$ cat src/rtl/sram_async_ctrl.sv
// Asynchronous-SRAM controller: registered request/busy handshake, wait states, byte lanes, read turnaround.
// Optional SRAM_RDATA_REG_EN adds an input register on pins_din and one extra read ACCESS cycle.
module sram_async_ctrl #(
  parameter int ADDR_W      = 18,
  parameter int DATA_W      = 16,
  parameter int WAIT_STATES = 1,
  parameter int TURNAROUND  = 1,
  localparam int LANES      = DATA_W / 8
) (
  input  logic              clk,
  input  logic              reset_n,
  input  logic              req,
  input  logic              we,
  input  logic [ADDR_W-1:0] addr,
  input  logic [DATA_W-1:0] wdata,
  input  logic [LANES-1:0]  be,
  output logic              busy,
  output logic [DATA_W-1:0] rdata,
  output logic              rvalid,
  output logic [ADDR_W-1:0] ram_adr,
  output logic              ram_cs_n,
  output logic              ram_oe_n,
  output logic              ram_we_n,
  output logic [LANES-1:0]  ram_be_n,
  output logic [DATA_W-1:0] pins_dout,
  input  logic [DATA_W-1:0] pins_din,
  output logic              pins_drive
);

  typedef enum logic [2:0] {IDLE, SETUP, ACCESS, HOLD, TURN} state_t;

  localparam logic [2:0] WAIT_LOAD = 3'(WAIT_STATES);
  localparam logic [1:0] TURN_LOAD = 2'((TURNAROUND > 0) ? (TURNAROUND - 1) : 0);

  state_t      state;
  logic        we_q;
  logic [2:0]  wcnt;
  logic [1:0]  tcnt;
  logic        extra;
  logic [DATA_W-1:0] capture;

`ifdef SRAM_RDATA_REG_EN
  localparam logic RD_EXTRA = 1'b1;
  logic [DATA_W-1:0] din_q;

  always_ff @(posedge clk or negedge reset_n) begin
    if (!reset_n) din_q <= '0;
    else          din_q <= pins_din;
  end

  always_comb capture = din_q;
`else
  localparam logic RD_EXTRA = 1'b0;

  always_comb capture = pins_din;
`endif

  // Outputs are loaded with the values of the state being entered, so every strobe is a flop.
  always_ff @(posedge clk or negedge reset_n) begin
    if (!reset_n) begin
      state      <= IDLE;
      busy       <= 1'b0;
      rvalid     <= 1'b0;
      rdata      <= '0;
      ram_adr    <= '0;
      pins_dout  <= '0;
      ram_cs_n   <= 1'b1;
      ram_oe_n   <= 1'b1;
      ram_we_n   <= 1'b1;
      ram_be_n   <= '1;
      pins_drive <= 1'b0;
      we_q       <= 1'b0;
      wcnt       <= '0;
      tcnt       <= '0;
      extra      <= 1'b0;
    end else begin
      rvalid <= 1'b0;
      case (state)
        IDLE: begin
          if (req && !busy) begin
            state    <= SETUP;
            busy     <= 1'b1;
            we_q     <= we;
            ram_adr  <= addr;
            ram_cs_n <= 1'b0;
            wcnt     <= WAIT_LOAD;
            extra    <= RD_EXTRA & ~we;
            if (we) begin
              pins_dout  <= wdata;
              ram_be_n   <= ~be;
              pins_drive <= 1'b1;
            end else begin
              ram_oe_n <= 1'b0;
              ram_be_n <= '0;
            end
          end
        end
        SETUP: begin
          state <= ACCESS;
          if (we_q) ram_we_n <= 1'b0;
        end
        ACCESS: begin
          if (wcnt != 3'd0) begin
            wcnt <= wcnt - 3'd1;
          end else if (extra) begin
            extra <= 1'b0;
          end else if (we_q) begin
            state    <= HOLD;
            ram_we_n <= 1'b1;
          end else begin
            rdata    <= capture;
            rvalid   <= 1'b1;
            ram_oe_n <= 1'b1;
            ram_cs_n <= 1'b1;
            ram_be_n <= '1;
            if (TURNAROUND == 0) begin
              state <= IDLE;
              busy  <= 1'b0;
            end else begin
              state <= TURN;
              tcnt  <= TURN_LOAD;
            end
          end
        end
        HOLD: begin
          state      <= IDLE;
          busy       <= 1'b0;
          ram_cs_n   <= 1'b1;
          ram_be_n   <= '1;
          pins_drive <= 1'b0;
        end
        TURN: begin
          if (tcnt != 2'd0) begin
            tcnt <= tcnt - 2'd1;
          end else begin
            state <= IDLE;
            busy  <= 1'b0;
          end
        end
        default: begin
          state <= IDLE;
          busy  <= 1'b0;
        end
      endcase
    end
  end

endmodule

$ cat config.mk
export PLATFORM = sky130hd
export DESIGN_NAME = sram_async_ctrl
export DESIGN_NICKNAME = d
export VERILOG_FILES = /design/src/rtl/sram_async_ctrl.sv
export SDC_FILE = /design/constraint.sdc
export NUM_CORES = 1
export LEC_CHECK = 0
export CAP_MARGIN = 5
export CORE_UTILIZATION = 43
export CTS_CLUSTER_DIAMETER = 200
export DETAILED_ROUTE_END_ITERATION = 10
export PLACE_DENSITY = 0.76
export SETUP_SLACK_MARGIN = 0.15
export SYNTH_ARGS = -nofsm -noshare
export SYNTH_HDL_FRONTEND = slang
export SYNTH_SLANG_ARGS = --single-unit
$ cat constraint.sdc
create_clock -name clk -period 2.1 [get_ports clk]
set_clock_uncertainty 0.1 [all_clocks]
set_input_delay 0.63 -clock clk [delete_from_list [all_inputs] [get_ports clk]]
set_output_delay 0.63 -clock clk [all_outputs]
set_load 0.005 [all_outputs]
# After elaboration in Yosys (flattened, before gate mapping)
# Cells that the tools add are included.
[totals]
reg_bits = 68
input_bits = 56
[op_classes]
n_addsub = 2
n_eq_ne = 15
muxes = 44
bitwise = 5
n_reduce_logical = 23
[ops]
columns = ["cell", "count"]
rows = [
  ["2-bit inequality test, second input constant", 11],
  ["1-bit 2-to-1 mux", 19],
  ["2-bit 2-to-1 mux", 9],
  ["3-bit 2-to-1 mux", 6],
  ["3-bit AND reduction", 5],
  ["5-bit AND reduction", 3],
  ["3-bit one-hot mux with 4 select lines", 1],
  ["2-bit nonzero test", 5],
  ["1-bit one-hot mux with 2 select lines", 4],
  ["4-bit AND reduction", 2],
  ["3-bit by 2-bit equality test with 1-bit output, second input constant", 2],
  ["1-bit one-hot mux with 3 select lines", 2],
  ["2-bit one-hot mux with 3 select lines", 1],
  ["3-bit one-hot mux with 2 select lines", 1],
  ["6-bit AND reduction", 1],
  ["3-bit nonzero test", 2],
  ["1-bit NOT", 4],
  ["2-bit one-hot mux with 2 select lines", 1],
  ["3-bit by 1-bit equality test with 1-bit output, second input constant", 1],
  ["3-bit equality test, second input constant", 1],
  ["3-bit logical NOT", 1],
  ["3-bit by 1-bit subtractor with 3-bit output, second input constant", 1],
  ["2-bit NOT", 1],
  ["2-bit AND reduction", 1],
  ["4 further kinds", 4],
]

# Longest topological paths before layout
# Gate-level depths: netlist of run 1.
[depth]
depth_word = 4
ltp_mapped = 7
mapped_depth_nobuf = 6

# Worst setup path before layout of run 1
# Ideal clock, no wire load.
[synth_timing]
kind = "input to register"
start = "input port req"
end = "register pins_dout[10]"
arrival_time_ps = 1665
setup_slack_ps = 210
path_stages = 6
path_buffers = 2
cell_sequence = "nor2b_1 > nand2b_4 > buf_6 > nor2_8 > buf_12 > mux2_4"
[synth_via]
elab_chain_cells = 2
[synth_rtl]
columns = ["item", "line_no", "rtl"]
rows = [
  ["start, declared", "12", "input logic req,"],
  ["1-bit logical AND", "80", "if (req && !busy) begin"],
  ["3-bit AND reduction (no source line)", "n/a", ""],
  ["end signal, assigned", "89", "pins_dout <= wdata;"],
  ["end, declared", "25", "output logic [DATA_W-1:0] pins_dout,"],
]
# Every way passes these cells.
# A chain may end at the register's enable or synchronous reset.

# Worst setup path in the final report of run 1
[layout_timing]
start = "register ram_adr[4]"
end = "output port ram_adr[4]"
[layout_lines]
columns = ["item", "line_no", "rtl"]
rows = [
  ["start, declared", "20", "output logic [ADDR_W-1:0] ram_adr,"],
  ["start signal, assigned", "84", "ram_adr <= addr;"],
]
# No word-level cell between the ends.

==> results.sh, run 1 <==
export IMPL_grt_pass1_vias=2044
export IMPL_rows=28
export IMPL_grt_overflow_total=0
export IMPL_max_freq_mhz=527
export IMPL_synth_warnings=0
export IMPL_synth_edff_count=0
export IMPL_synth_seq_cells=67
export IMPL_synthesis_area_um2=2790
export IMPL_avgSynthCellArea_um2=14.5
export IMPL_drive_gt1_share_pct=29.2
export IMPL_cts_buffers=9
export IMPL_post_route_period_util_pct=90.4
export IMPL_irDropWorstVdd_mv=0.689
export IMPL_io_pins=114
export IMPL_cp_num_buf_inv=1
export IMPL_fin_ws_ns=0.201
export IMPL_place_gp_congestion=0.772
export IMPL_fin_cells=404
export IMPL_clock_sinks=67
export IMPL_fin_util_pct=72.5
export IMPL_areaGrowthSynthToFinish_pct=58.5
export IMPL_die_h_um=82.5
export IMPL_core_um2=6100
export IMPL_start_util_pct=45.7
export IMPL_crit_type="flop to primary output"
export IMPL_leakage_nw=2.44
export IMPL_hold_violations=0
export IMPL_cp_start_kind="flop"
export IMPL_yosysMostFrequentCell="dfrtp_1"
export IMPL_drt_wirelength_per_cell_um=14.4
export IMPL_vias=1976
export IMPL_diodes=0
export IMPL_synthTopCellsByArea="dfrtp_1 56%, mux2_2 18%, dfstp_2 4.7%, mux2_4 4.3%, ha_1 1.3%"
export IMPL_drc=0
export IMPL_cp_slowest_stage_delay_ns=0.51
export IMPL_yosys_area_top_type_share_pct=55.7
export IMPL_yosysSeqAreaShare_pct=60.4
export IMPL_dieArea_um2=6810
export IMPL_critPathTopFamily="buffers and inverters"
export IMPL_worst_pin_slew_ns=0.361
export IMPL_clk_pin_slew_ns=0.07
export IMPL_dp_slack_ns=-0.257
export IMPL_htree_num_levels=3
export IMPL_crit_chain="clkdlybuf4s50_1"
export IMPL_cts_hold_buffers=0
export IMPL_nNetsFinal=383
export IMPL_ant_nets=0
export IMPL_power_density_nw_per_um2=1150
export IMPL_r2r_slack_ns=0.23
export IMPL_max_cap_viol_count=0
export IMPL_hp_class="input port to async pin"
export IMPL_yosys_most_used_dff="dfrtp_1"
export IMPL_io_buffer_count=113
export IMPL_grt_pass1_wl_um=9110
export IMPL_yosysUniqueCellTypes=36
export IMPL_synth_fp_nets=251
export IMPL_critPathRequiredTime_ns=1.37
export IMPL_grt_antenna_before_repair=0
export IMPL_rsz0062_at_grt="false"
export IMPL_cts_buffer_depth=2
export IMPL_clock_root_buffer="clkbuf_8"
export IMPL_ys_top_cells_by_count="62 x dfrtp_1, 44 x mux2_2, 9 x nand2_1, 8 x mux2_4"
export IMPL_grt_usage_pct=18.2
export IMPL_maxSlewViolCount=0
export IMPL_wl_um=5800
export IMPL_cts_tree="yes"
export IMPL_slowest_stage="clkdlybuf4s50_1"
export IMPL_cp_max_fo=2
export IMPL_fin_crit_ns=1.90
export IMPL_drtPass1Iterations=4
export IMPL_synth_cells=192
export IMPL_cp_arrival_ns=1.17
export IMPL_dp_cells=386
export IMPL_grt_max_degree=68
export IMPL_synth_area_leader_cell="dfrtp_1"
export IMPL_die_width_um=82.5
export IMPL_viasPerCell=4.89
export IMPL_end_kind="primary output"
export IMPL_initialDrtViolationCount=52
export IMPL_hpwl_um=4140
export IMPL_async_flop_share_pct=100
export IMPL_status="completed"
export IMPL_slew_headroom_pct=75.9
export IMPL_setup_viol=0
export IMPL_clock_latency_ns=0.33
layout by cell type, fill, tap and decap left out, types with 2 or more instances in the layout:
master           netlist  final
mux2_2                44     44
dlymetal6s2s_1         0     43
nor2b_1                4      4
mux2_4                 8      8
clkdlybuf4s50_1        0     58
ha_1                   3      3
nor2_1                 3      3
dfrtp_1               62     62
clkbuf_1               0      3
dlygate4sd2_1          0     11
buf_12                 1      4
nand2_1                9      9
nand2b_1               2      2
nor3b_2                1      3
clkbuf_8               0     11
inv_1                  7      7
o21ai_0                7      7
a21oi_1                2      2
nand3b_1               2      2
nand3_1                6      6
buf_4                  1     12
dfstp_2                5      5
report_power, final:
part / switching (mW) / internal, mW
Clock: 0.449 / 0.613
Sequential: 0.270 / 1.86
Combinational: 0.588 / 1.31
metal layers:
layer	up-vias	wire [um]	track usage (%)
met5	-	0	0
met4	0	85	6.38
met3	9	495	7.25
met2	76	2800	31.0
met1	954	2420	20.8
li1	937	-	-
state kept, by name, summed over array words and instances, names as in the netlist, 2 cells and up:
register and cells:
ram_adr 18, state 3, pins_dout 16, ram_be_n 2
tcnt 2, wcnt 3, rdata 16
cell families (layout without fill, tap and decap cells):
family                   count (synthesis)  in the layout  synth area share (%)
AND/OR/NAND/NOR                         35             35                  8.08
AO/OA/AOI/OAI                           19             19                  4.49
buffers and inverters                   16            153                  3.64
adder cells (fa/ha/maj)                  3              3                  1.35
flip-flops                              67             67                  60.4
multiplexers                            52             52                  22.1
stage by stage:
stage               TNS [ns]  power [mW]  hold slack, ns  area (um2)
finish                     0        5.10           0.180        4420
global route               0        5.45           0.218        4420
CTS                        0        5.27           0.213        4300
detailed placement     -6.64        4.24           0.373        4100
global placement       -5.59        4.17           0.368        4100
floorplan                  0        2.90           0.234        2790
area by class of cell:
| type | count | area [um2] |
|---|---|---|
| Clock buffer | 14 | 163 |
| Tap cell | 75 | 93.8 |
| Clock inverter | 2 | 35.0 |
| Timing Repair Buffer | 130 | 1410 |
| Sequential cell | 67 | 1680 |
| Multi-Input combinational cell | 109 | 1010 |
| Inverter | 7 | 26.3 |
| Fill cell | 453 | 1680 |
timing repair:
action	4_1_cts	5_1_grt
resized for setup	13	45
setup buffers	1	1
endpoints found under the setup margin	33	59
final timing paths:
path / startpoint / endpoint / cells after the start
hold / removal: reset_n / ram_adr[17]$_DFFE_PN0P_ / 2
setup / recovery: ram_adr[4]$_DFFE_PN0P_ / ram_adr[4] / 1
min in group clk: ram_cs_n$_DFFE_PN1P_ / ram_cs_n$_DFFE_PN1P_ / 2
hold reg to reg: ram_cs_n$_DFFE_PN1P_ / ram_cs_n$_DFFE_PN1P_ / 2
setup reg to reg: wcnt[0]$_DFFE_PN0P_ / rdata[11]$_DFFE_PN0P_ / 7
max in group asynchronous: reset_n / ram_cs_n$_DFFE_PN1P_ / 2
(Power assumes the default switching activity.)
==> inputs of run 2 (changes only) <==
--- a/config.mk
+++ b/config.mk
@@ -9,6 +9,7 @@
 export CORE_UTILIZATION = 43
 export CTS_CLUSTER_DIAMETER = 200
 export DETAILED_ROUTE_END_ITERATION = 10
+export MAX_ROUTING_LAYER = met4
 export PLACE_DENSITY = 0.76
 export SETUP_SLACK_MARGIN = 0.15
 export SYNTH_ARGS = -nofsm -noshare
==> run 2 against run 1 <==
Fmax barely moved. Design area did not move. Cell count did not move. Hold slack barely moved. Clock power barely moved. Combinational power barely moved. Sequential power barely moved. Worst setup slack barely moved.
==> results.sh, run 2 (same netlist as run 1, synthesis figures left out) <==
export IMPL_slowest_stage="clkdlybuf4s50_1"
export IMPL_fillCellCount=453
export IMPL_cp_num_buf_inv=1
export IMPL_clock_latency_ns=0.33
export IMPL_drt_wirelength_per_cell_um=14.3
export IMPL_r2r_slack_ns=0.23
export IMPL_max_cap_viol_count=0
export IMPL_core_um2=6100
export IMPL_ant_nets=0
export IMPL_setup_viol=0
export IMPL_critPathTopFamily="buffers and inverters"
export IMPL_dp_slack_ns=-0.257
export IMPL_maxSlewViolCount=0
export IMPL_crit_type="flop to primary output"
export IMPL_max_freq_mhz=527
export IMPL_fin_crit_ns=1.90
export IMPL_hold_violations=0
export IMPL_post_route_period_util_pct=90.4
export IMPL_drive_gt1_share_pct=29.2
export IMPL_vias=1974
export IMPL_dieArea_um2=6810
export IMPL_fin_ws_ns=0.201
export IMPL_die_width_um=82.5
export IMPL_initialDrtViolationCount=61
export IMPL_final_common_cell="dfrtp_1"
export IMPL_cp_start_kind="flop"
export IMPL_placed_cell_area_um2=4100
export IMPL_grt_usage_pct=18.8
export IMPL_io_buffer_count=113
export IMPL_drtPass1Iterations=4
export IMPL_wl_um=5800
export IMPL_final_cell_mix="62 x dfrtp_1, 58 x clkdlybuf4s50_1, 44 x mux2_2"
export IMPL_rsz0062_at_grt="false"
export IMPL_fin_util_pct=72.5
export IMPL_nNetsFinal=383
export IMPL_grt_antenna_before_repair=0
export IMPL_cts_tree="yes"
export IMPL_hold_ws_ns=0.181
export IMPL_viasPerCell=4.89
export IMPL_grt_pass1_wl_um=9110
export IMPL_diodes=0
export IMPL_grt_max_degree=68
export IMPL_cts_buffers=9
export IMPL_status="completed"
export IMPL_slew_headroom_pct=75.9
export IMPL_fin_area_um2=4420
export IMPL_grt_pass1_vias=2044
export IMPL_clock_sinks=67
export IMPL_worst_pin_slew_ns=0.361
export IMPL_power_density_nw_per_um2=1150
export IMPL_die_h_um=82.5
export IMPL_start_util_pct=45.7
export IMPL_grt_overflow_total=0
export IMPL_critPathRequiredTime_ns=1.37
export IMPL_leakage_nw=2.44
export IMPL_clock_root_buffer="clkbuf_8"
export IMPL_io_pins=114
export IMPL_end_kind="primary output"
export IMPL_hpwl_um=4140
export IMPL_largest_register="ram_adr"
export IMPL_reg_largest_list="ram_adr x18, pins_dout x16, rdata x16"
export IMPL_htree_num_levels=3
export IMPL_place_gp_congestion=0.782
export IMPL_irDropWorstVdd_mv=0.689
export IMPL_hp_class="input port to async pin"
export IMPL_drc=0
export IMPL_areaGrowthSynthToFinish_pct=58.5
export IMPL_crit_chain="clkdlybuf4s50_1"
export IMPL_cts_hold_buffers=0
export IMPL_cts_buffer_depth=2
export IMPL_cp_arrival_ns=1.17
export IMPL_largest_reg_flops=18
export IMPL_cp_slowest_stage_delay_ns=0.51
export IMPL_rows=28
export IMPL_cp_max_fo=2
export IMPL_fin_tns_setup_ns=0
export IMPL_clk_pin_slew_ns=0.07
[run 2: cell counts in the layout (fill, tap and decap cells not counted)]
Identical to the previous run, type by type.
[run 2: what timing repair did]
action | CTS | global route
setup buffers | 1 | 1
resized for setup | 13 | 45
endpoints found under the hold margin | 0 | 0
setup endpoints to repair | 33 | 59
[run 2: per-stage QoR]
step,std cells,total power [mW]
6_report,404,5.09
3_5_place_dp,386,4.24
2_1_floorplan,192,2.90
3_3_place_gp,386,4.17
5_1_grt,404,5.45
4_1_cts,403,5.27
[run 2: metal layers]
| layer | part of all wire, % | global-route usage, % | vias up |
|---|---|---|---|
| li1 | - | - | 938 |
| met1 | 42 | 21.2 | 949 |
| met2 | 48 | 31.0 | 78 |
| met3 | 8.5 | 6.70 | 9 |
| met4 | 1.5 | 6.38 | 0 |
| met5 | 0 | - | - |
[run 2: final timing paths]
check,from,to,cells past startpoint
min,reset_n,ram_adr[17]$_DFFE_PN0P_,2
max,ram_adr[4]$_DFFE_PN0P_,ram_adr[4],1
max reg2reg,wcnt[0]$_DFFE_PN0P_,rdata[11]$_DFFE_PN0P_,7
min in group clk,ram_cs_n$_DFFE_PN1P_,ram_cs_n$_DFFE_PN1P_,2
min reg2reg,ram_cs_n$_DFFE_PN1P_,ram_cs_n$_DFFE_PN1P_,2
max in group asynchronous,reset_n,ram_cs_n$_DFFE_PN1P_,2
[run 2: area by class of cell]
type | instances | area, um2 | area share (%)
Multi-Input combinational cell | 109 | 1010 | 22.9
Sequential cell | 67 | 1680 | 38.1
Clock buffer | 14 | 163 | 3.68
Tap cell | 75 | 93.8 | 2.12
Inverter | 7 | 26.3 | 0.595
Clock inverter | 2 | 35.0 | 0.793
Timing Repair Buffer | 130 | 1410 | 31.8
[run 2: power breakdown]
group | internal [mW] | switching (mW)
clock | 0.613 | 0.449
combinational | 1.31 | 0.588
sequential | 1.86 | 0.269
total | 3.79 | 1.31
==> inputs of run 3 (changes only) <==
--- a/config.mk
+++ b/config.mk
@@ -5,7 +5,7 @@
 export SDC_FILE = /design/constraint.sdc
 export NUM_CORES = 1
 export LEC_CHECK = 0
-export CAP_MARGIN = 5
+export CAP_MARGIN = 20
 export CORE_UTILIZATION = 43
 export CTS_CLUSTER_DIAMETER = 200
 export DETAILED_ROUTE_END_ITERATION = 10
==> results of run 3 <==
The final DEF is identical to that of run 2; final timing and power are the same.
